`config.mk`:
```
export PLATFORM = sky130hd
export DESIGN_NAME = mem_arbiter
export DESIGN_NICKNAME = d
export VERILOG_FILES = /design/src/rtl/mem_arbiter_pkg.sv /design/src/rtl/mem_arbiter.sv
export SDC_FILE = /design/constraint.sdc
export NUM_CORES = 1
export LEC_CHECK = 0
export ABC_AREA = 1
export CAP_MARGIN = 20
export CORE_MARGIN = 10
export CORE_UTILIZATION = 50
export CTS_CLUSTER_DIAMETER = 80
export DETAILED_ROUTE_END_ITERATION = 10
export GPL_ROUTABILITY_DRIVEN = 1
export PLACE_DENSITY = 0.77
export SLEW_MARGIN = 20
export SYNTH_ARGS = -nofsm -noshare
export SYNTH_HDL_FRONTEND = slang
export SYNTH_SLANG_ARGS = --single-unit
```
`constraint.sdc`:
```
create_clock -name clk_in -period 3.3 [get_ports clk_in]
set_input_delay 0.495 -clock clk_in [delete_from_list [all_inputs] [get_ports clk_in]]
set_output_delay 0.495 -clock clk_in [all_outputs]
set_load 0.1 [all_outputs]
```
`src/rtl/mem_arbiter_pkg.sv`:
```
// Shared constants for mem_arbiter: size codes, rw encoding, IO-region bits,
// FSM state encoding and small byte-lane helpers.
package mem_arbiter_pkg;

  localparam logic [1:0] SZ_BYTE = 2'b00;
  localparam logic [1:0] SZ_HALF = 2'b01;
  localparam logic [1:0] SZ_WORD = 2'b10;

  localparam logic RW_READ  = 1'b1;
  localparam logic RW_WRITE = 1'b0;

  localparam int IO_SEL_HI_DEF = 17;
  localparam int IO_SEL_LO_DEF = 16;

  localparam logic TRUE  = 1'b1;
  localparam logic FALSE = 1'b0;

  localparam logic [1:0] ST_IDLE  = 2'd0;
  localparam logic [1:0] ST_IF_RD = 2'd1;
  localparam logic [1:0] ST_LS_RD = 2'd2;
  localparam logic [1:0] ST_LS_WR = 2'd3;

  // Size code 11 is treated as a full word.
  function automatic logic [2:0] nbytes(input logic [1:0] size);
    case (size)
      SZ_BYTE: nbytes = 3'd1;
      SZ_HALF: nbytes = 3'd2;
      default: nbytes = 3'd4;
    endcase
  endfunction

  function automatic logic [7:0] byte_lane(input logic [31:0] w, input logic [1:0] idx);
    byte_lane = w[{idx, 3'b000} +: 8];
  endfunction

endpackage

```
`src/rtl/mem_arbiter.sv`:
```
// Shares the byte-wide RAM/IO port between ifetch (32-bit reads) and the LSU,
// splitting each access into byte cycles and reassembling little-endian data.
module mem_arbiter
  import mem_arbiter_pkg::*;
#(
  parameter int ADDR_W    = 32,
  parameter int IO_SEL_HI = IO_SEL_HI_DEF,
  parameter int IO_SEL_LO = IO_SEL_LO_DEF
) (
  input  logic              clk_in,
  input  logic              rst_in,
  input  logic              rdy_in,
  input  logic              if_en_in,
  input  logic [ADDR_W-1:0] if_addr_in,
  output logic              if_done_out,
  output logic [31:0]       if_data_out,
  input  logic              lsu_en_in,
  input  logic              lsu_rw_in,
  input  logic [1:0]        lsu_size_in,
  input  logic [ADDR_W-1:0] lsu_addr_in,
  input  logic [31:0]       lsu_data_in,
  output logic              lsu_done_out,
  output logic [31:0]       lsu_data_out,
  output logic              busy_out,
  input  logic              rollback_in,
  input  logic              io_buffer_full,
  input  logic [7:0]        mem_din,
  output logic [7:0]        mem_dout,
  output logic [ADDR_W-1:0] mem_a,
  output logic              mem_wr
);

  logic [1:0]        r_state;
  logic [2:0]        r_cnt;
  logic [2:0]        r_n;
  logic [ADDR_W-1:0] r_addr;
  logic [31:0]       r_wdata;
  logic [31:0]       r_buf;
  logic [ADDR_W-1:0] r_mem_a;
  logic [7:0]        r_mem_dout;
  logic              r_mem_wr;
  logic              r_if_done;
  logic              r_lsu_done;
  logic [31:0]       r_if_data;
  logic [31:0]       r_lsu_data;

  logic              w_req_io;
  logic              w_cur_io;
  logic [2:0]        w_nxt;
  logic [1:0]        w_cap;
  logic [31:0]       w_rd_word;

  assign w_req_io  = &lsu_addr_in[IO_SEL_HI:IO_SEL_LO];
  assign w_cur_io  = &r_addr[IO_SEL_HI:IO_SEL_LO];
  assign w_nxt     = r_cnt + 3'd1;
  // Reads: r_cnt counts edges since acceptance; byte (r_cnt-1) arrives now.
  assign w_cap     = 2'(r_cnt - 3'd1);
  assign w_rd_word = r_buf | ({24'd0, mem_din} << {w_cap, 3'b000});

  assign busy_out     = (r_state != ST_IDLE);
  assign mem_a        = r_mem_a;
  assign mem_dout     = r_mem_dout;
  assign mem_wr       = r_mem_wr & rdy_in;
  assign if_done_out  = r_if_done;
  assign if_data_out  = r_if_data;
  assign lsu_done_out = r_lsu_done;
  assign lsu_data_out = r_lsu_data;

  always_ff @(posedge clk_in or negedge rst_in) begin
    if (!rst_in) begin
      r_state    <= ST_IDLE;
      r_cnt      <= '0;
      r_n        <= '0;
      r_addr     <= '0;
      r_wdata    <= '0;
      r_buf      <= '0;
      r_mem_a    <= '0;
      r_mem_dout <= '0;
      r_mem_wr   <= FALSE;
      r_if_done  <= FALSE;
      r_lsu_done <= FALSE;
      r_if_data  <= '0;
      r_lsu_data <= '0;
    end else if (rdy_in) begin
      r_if_done  <= FALSE;
      r_lsu_done <= FALSE;
      case (r_state)
        ST_IDLE: begin
          if (!rollback_in && lsu_en_in) begin
            r_addr  <= lsu_addr_in;
            r_n     <= nbytes(lsu_size_in);
            r_wdata <= lsu_data_in;
            r_buf   <= '0;
            r_mem_a <= lsu_addr_in;
            if (lsu_rw_in == RW_READ) begin
              r_state  <= ST_LS_RD;
              r_cnt    <= '0;
              r_mem_wr <= FALSE;
            end else begin
              r_state <= ST_LS_WR;
              if (w_req_io && io_buffer_full) begin
                r_cnt    <= '0;
                r_mem_wr <= FALSE;
              end else begin
                r_cnt      <= 3'd1;
                r_mem_wr   <= TRUE;
                r_mem_dout <= lsu_data_in[7:0];
              end
            end
          end else if (!rollback_in && if_en_in) begin
            r_state  <= ST_IF_RD;
            r_addr   <= if_addr_in;
            r_n      <= 3'd4;
            r_buf    <= '0;
            r_mem_a  <= if_addr_in;
            r_cnt    <= '0;
            r_mem_wr <= FALSE;
          end
        end
        ST_IF_RD, ST_LS_RD: begin
          if (rollback_in) begin
            r_state <= ST_IDLE;
            r_cnt   <= '0;
          end else begin
            if (w_nxt < r_n) r_mem_a <= r_addr + ADDR_W'(w_nxt);
            if (r_cnt != 3'd0 && r_cnt == r_n) begin
              r_state <= ST_IDLE;
              r_cnt   <= '0;
              if (r_state == ST_IF_RD) begin
                r_if_done <= TRUE;
                r_if_data <= w_rd_word;
              end else begin
                r_lsu_done <= TRUE;
                r_lsu_data <= w_rd_word;
              end
            end else begin
              if (r_cnt != 3'd0) r_buf <= w_rd_word;
              r_cnt <= w_nxt;
            end
          end
        end
        ST_LS_WR: begin
          // Stores are already committed, so rollback is ignored here.
          if (r_cnt == r_n) begin
            r_state    <= ST_IDLE;
            r_cnt      <= '0;
            r_mem_wr   <= FALSE;
            r_lsu_done <= TRUE;
          end else if (w_cur_io && io_buffer_full) begin
            r_mem_wr <= FALSE;
          end else begin
            r_mem_a    <= r_addr + ADDR_W'(r_cnt);
            r_mem_dout <= byte_lane(r_wdata, r_cnt[1:0]);
            r_mem_wr   <= TRUE;
            r_cnt      <= w_nxt;
          end
        end
        default: r_state <= ST_IDLE;
      endcase
    end
  end

endmodule

```
# Word level (Yosys, flattened, before mapping)
# Cells that the tools add are included.
# totals
ff_bits	211
output_inout_bits	108
elab_cells	122
# op_classes
addsub	4
n_lt_le_gt_ge	1
n_eq_ne	18
shift	2
n_mux	54
bitwise	4
n_reduce_logical	26
# ops
op	count
two-way mux 32 bit	11
case mux 32 bit (3 select lines)	1
adder 32 x 3 -> 32 bit	2
case mux 32 bit (2 select lines)	1
two-way mux 8 bit	5
OR 32 bit	1
variable part select 32 x 6 -> 8 bit	1
left shift 8 x 5 -> 32 bit	1
two-way mux 3 bit	8
inequality test 2 bit, second input constant	10
two-way mux 1 bit	17
case mux 8 bit (2 select lines)	1
AND reduction 3 bit	4
AND reduction 6 bit	2
two-way mux 2 bit	5
AND reduction 5 bit	2
inequality test 3 bit, second input constant	3
case mux 3 bit (3 select lines)	1
nonzero test 2 bit	4
AND reduction 7 bit	1
case mux 2 bit (3 select lines)	1
case mux 3 bit (2 select lines)	1
logical AND 1 bit	5
equality test 2 x 1 -> 1 bit, second input constant	2
14 further kinds	19

# Depth between registers and ports, before layout
# logic_depth
depth_word	7
depth_mapped	19
depth_no_buf	16

# Worst setup path before layout
# No wires, ideal clock.
# synth_timing
kind	register -> register
startpoint	reg r_cnt[1]
endpoint	reg r_mem_a[30], in the netlist mem_a[30]
setup_time_ps	120
arrival_time_ps	2890
slack_ps	290
path_stages_with_launch	20
path_buffers	3
cell_sequence	dfrtp_1 inv_1 buf_1 ha_1 buf_2 inv_1 clkbuf_1 o21ai_0 inv_1 fa_1 inv_1 nand3_1 nand2_1 nand2_1 nor2_1 nand2_1 nand2_1 nand3_1 nand2_1 nand2_1
# synth_via
elab_chain_cells	5
elab_cells_between_ends	13
classes_between	add/sub (3); order compare (1); eq/ne (3); mux (5); reduce/logical (1)
# synth_rtl
item	line	text
start, declared	mem_arbiter.sv:34	logic [2:0] r_cnt;
start signal, assigned	mem_arbiter.sv:138	r_cnt <= w_nxt;
start signal, assigned	mem_arbiter.sv:155	r_cnt <= w_nxt;
adder 3 x 1 -> 3 bit	mem_arbiter.sv:55	assign w_nxt = r_cnt + 3'd1;
adder 32 x 3 -> 32 bit	mem_arbiter.sv:125	if (w_nxt < r_n) r_mem_a <= r_addr + ADDR_W'(w_nxt);
two-way mux 32 bit	mem_arbiter.sv:125	
two-way mux 32 bit	mem_arbiter.sv:121	if (rollback_in) begin
case mux 32 bit (3 select lines)	mem_arbiter.sv:87	case (r_state)
end signal, assigned	mem_arbiter.sv:94	r_mem_a <= lsu_addr_in;
end signal, assigned	mem_arbiter.sv:115	r_mem_a <= if_addr_in;
end signal, assigned	mem_arbiter.sv:125	
end, declared	mem_arbiter.sv:39	logic [ADDR_W-1:0] r_mem_a;
# Parallel ways exist; a longest one is shown, timed or not. The select of a mux whose other input is x is not followed.
# A chain may end at the register's enable or synchronous reset.

# Worst setup path in the final report
# Ends and elaborated chain as after synthesis.

==> results.tsv <==
stage	metric	value	unit
timing	RSZ-0062 raised after global routing	no	
die	Std-Cell Rows	53	
grt	met3 Usage GRT	5.44	%
clock_tree	clock insertion delay at the later pin of the skew report	0.52	ns
route	final WL	32000	um
route	Initial DRT Pass Iterations	5	
grt	vias in the first global route	10100	
route	number of DRC markers in iteration 0	783	
power_and_ir_drop	Pwr Density	1110	nW/um^2
timing	# setup viols final	0	
synthesis	Netlist Area Pre-Place	10700	sq um
layout	share of layout cells above drive strength 1	6.73	%
critical_path	Buf+Inv Stages, Crit Path	4	
timing	worst slew pin tran	1.08	ns
die	starting density of the core	50.7	%
job	maxcap violations	0	
critical_path	Setup CP Type	flip-flop to flip-flop	
die	Die W	166	um
die	Die Area	27500	sq um
critical_path	max incr delay on CP	0.44	ns
worst_hold_path	Hold Path Class	input port to async pin	
synthesis	Syn Nets	1573	
critical_path	critical path arrival	3.24	ns
synthesis	FF+latch count, synth	211	
grt	initial antenna violation count	1	
die	core area	21000	sq um
critical_path	R2R Setup Slk	0.47	ns
route	antenna viol nets, final	0	
critical_path	cell mode on critical path	nand2_1	
grt	gr busiest metal	met2	
route	via/cell ratio	5.23	
clock_tree	CTS tree	done	
timing	min Tclk post-route	2.83	ns
timing	crit share post-route	85.9	%
synthesis	number of flops mapped to enable cells by yosys	0	
synthesis	dominant synthesized flop cell	dfrtp_1	
synthesis	asr flop ratio synth	100	%
power_and_ir_drop	total power	15500	uW
clock_tree	total CTS buffers	24	
clock_tree	Hold Buf Count CTS	0	
placed_design	Buffers on Ports	221	
layout	Final #Nets	1773	
layout	commonest cells after routing, fill and taps aside	nand2_1, dfrtp_1, clkdlybuf4s50_1	
grt	GR Layer Usage met1	29.4	%
critical_path	Worst Path Required	3.71	ns
synthesis	synthesized area per cell	7.36	sq um
power_and_ir_drop	leakage power	0.00655	uW
die	Ports	222	
grt	grt ovf	0	
clock_tree	CTS Root Cell	clkbuf_16	
clock_tree	TritonCTS Sinks	211	
critical_path	Setup crit end kind	flip-flop	
grt	pin count of the biggest net entering global routing	89	
die	Die Height	166	um
timing	Setup WS post-layout	0.467	ns
layout	commonest non-fill, non-tap cell in the layout	nand2_1	
critical_path	CP Cell Sequence	inv_1 > ha_1 > inv_1 > o21ai_0 > inv_1 > fa_1 > inv_1 > nand3_1 > nand2_1 > nand2_1 > nor2_1 > nand2_1 > nand2_1 > nand3_1 > nand2_1 > nand2_1	
timing	Fmax	353	MHz
clock_tree	htree depth	1	
run_status	status	completed	
critical_path	crit start category	flip-flop	
critical_path	Worst Path Max Fanout	6	
clock_tree	Max clock buf depth	3	
grt	met2 global-route usage	36.3	%
power_and_ir_drop	VDD IR max	0.903	mV
grt	GRT Total Usage	22.6	%
synthesis	Yosys warnings	0	
timing	Fin Clk Skew	0.00838	ns
placed_design	GPL Wtd Cong	0.935	
layout	area growth from synthesis to layout	31.4	%
synthesis	Gate Count Post-Synth	1447	
clock_tree	cells resized by post-CTS repair	0	
route	DR WL/cell	16.5	um
critical_path	Crit path max-delay family	simple AND/OR/NAND/NOR gates	
grt	global-route wire length before repair	52700	um
timing	Slew Limit Fails	0	
route	# DRC	0	
timing	Slew headroom	27.7	%
critical_path	CP max stage cell	fa_1	
timing	setup_tns	0	ns
synthesis	post-synthesis sequential area ratio	49.6	%
route	vias post-DR	10200	
timing	final hold viol count	0	
placed_design	pre-CTS setup slack	0.522	ns
synthesis	Distinct cells, synth	37	
clock_tree	postcts setup bufs	0	
clock_tree	Clock transition at path regs	0.06	ns
placed_design	post-DP HPWL	23100	um
## final timing paths
kind	start	to	depth (start not counted)
setup / recovery	r_cnt[1]$_DFFE_PN0P_	mem_a[30]$_DFFE_PN0P_	16
hold / removal	rst_in	mem_a[22]$_DFFE_PN0P_	1
setup reg to reg	r_cnt[1]$_DFFE_PN0P_	mem_a[30]$_DFFE_PN0P_	16
hold reg to reg	r_wdata[27]$_DFFE_PN0P_	r_wdata[27]$_DFFE_PN0P_	2
max in group asynchronous	rst_in	lsu_data_out[8]$_DFFE_PN0P_	2
min in group clk_in	r_wdata[27]$_DFFE_PN0P_	r_wdata[27]$_DFFE_PN0P_	2
## power breakdown
part	switching, uW	leakage [uW]	internal [uW]
Clock	1080	0.000470	2120
Sequential	672	0.00276	3550
Combinational	6080	0.00331	1990
## metrics by stage
step                hold slack [ns]  utilization, %  instance area [sq um]  std cells
floorplan                     0.199               -                  10700       1447
global placement              0.460            62.0                  13000       1896
detailed placement            0.464            62.0                  13000       1896
CTS                          0.0756            66.6                  14000       1940
global route                 0.0625            66.6                  14000       1941
finish                       0.0149            66.6                  14000       1941
## flip-flops by register name (all words and copies together) (netlist names), 2 cells and up
name,count
if_data_out,32
lsu_data_out,32
mem_a,32
r_addr,32
r_buf,32
r_wdata,32
mem_dout,8
r_cnt,3
r_n,3
r_state,2
## metal layers
metal / wire, um / vias up / part of all wire [%]
met5: 0 / - / 0
met4: 909 / 0 / 2.8
met3: 2420 / 63 / 7.6
met2: 14900 / 347 / 47
met1: 13800 / 4778 / 43
li1: - / 4964 / -
## cells in the mapped netlist (2+ instances only)
library cell,instances,area (sq um)
ha_1,11,138
nand2_2,3,18.8
nand3_1,73,365
nor2_1,105,394
a31oi_1,8,50.1
or2_2,13,81.3
buf_1,5,18.8
buf_4,5,37.5
nor2_2,3,18.8
o21ai_0,149,746
nand4_1,2,12.5
inv_1,114,428
o221ai_1,3,26.3
dfrtp_1,211,5280
o21ai_1,54,270
o211ai_1,6,45.0
inv_2,4,15.0
a21oi_1,7,35.0
buf_2,20,100
buf_6,2,22.5
o21bai_1,2,15.0
nand3_2,2,20.0
nand2_1,597,2240
clkbuf_1,35,131
## worst reg2reg max path: cells and delay by family, from the launching register on
family,cells,cell delay [ns]
and+or+nand+nor,9,0.96
AOI/OAI and AO/OA,1,0.25
DFF,1,0.43
adders and majority gates,2,0.74
buffers and inverters,4,0.36
## area by class of cell
| cell class | count | area, sq um |
|---|---|---|
| clock inverters | 10 | 250 |
| fillers | 1784 | 7030 |
| multi-input cells | 1050 | 4610 |
| inverters | 119 | 447 |
| well taps | 275 | 344 |
| flip-flops and latches | 211 | 5280 |
| repair buffers | 241 | 2350 |
| clock buffers | 34 | 709 |
| diodes | 1 | 2.50 |
## logic make-up (layout without fill, tap and decap cells)
kind of cell	after synthesis	count (layout)	synth area share, %
xor+xnor	2	2	0.165
buf+inv	186	404	7.11
fa+ha+maj	12	12	1.48
flops	211	211	49.6
mux	1	1	0.0940
simple gates	801	801	30.0
other cells	0	1	0
compound gates	234	234	11.6
Power figures use the tool's default switching activity.
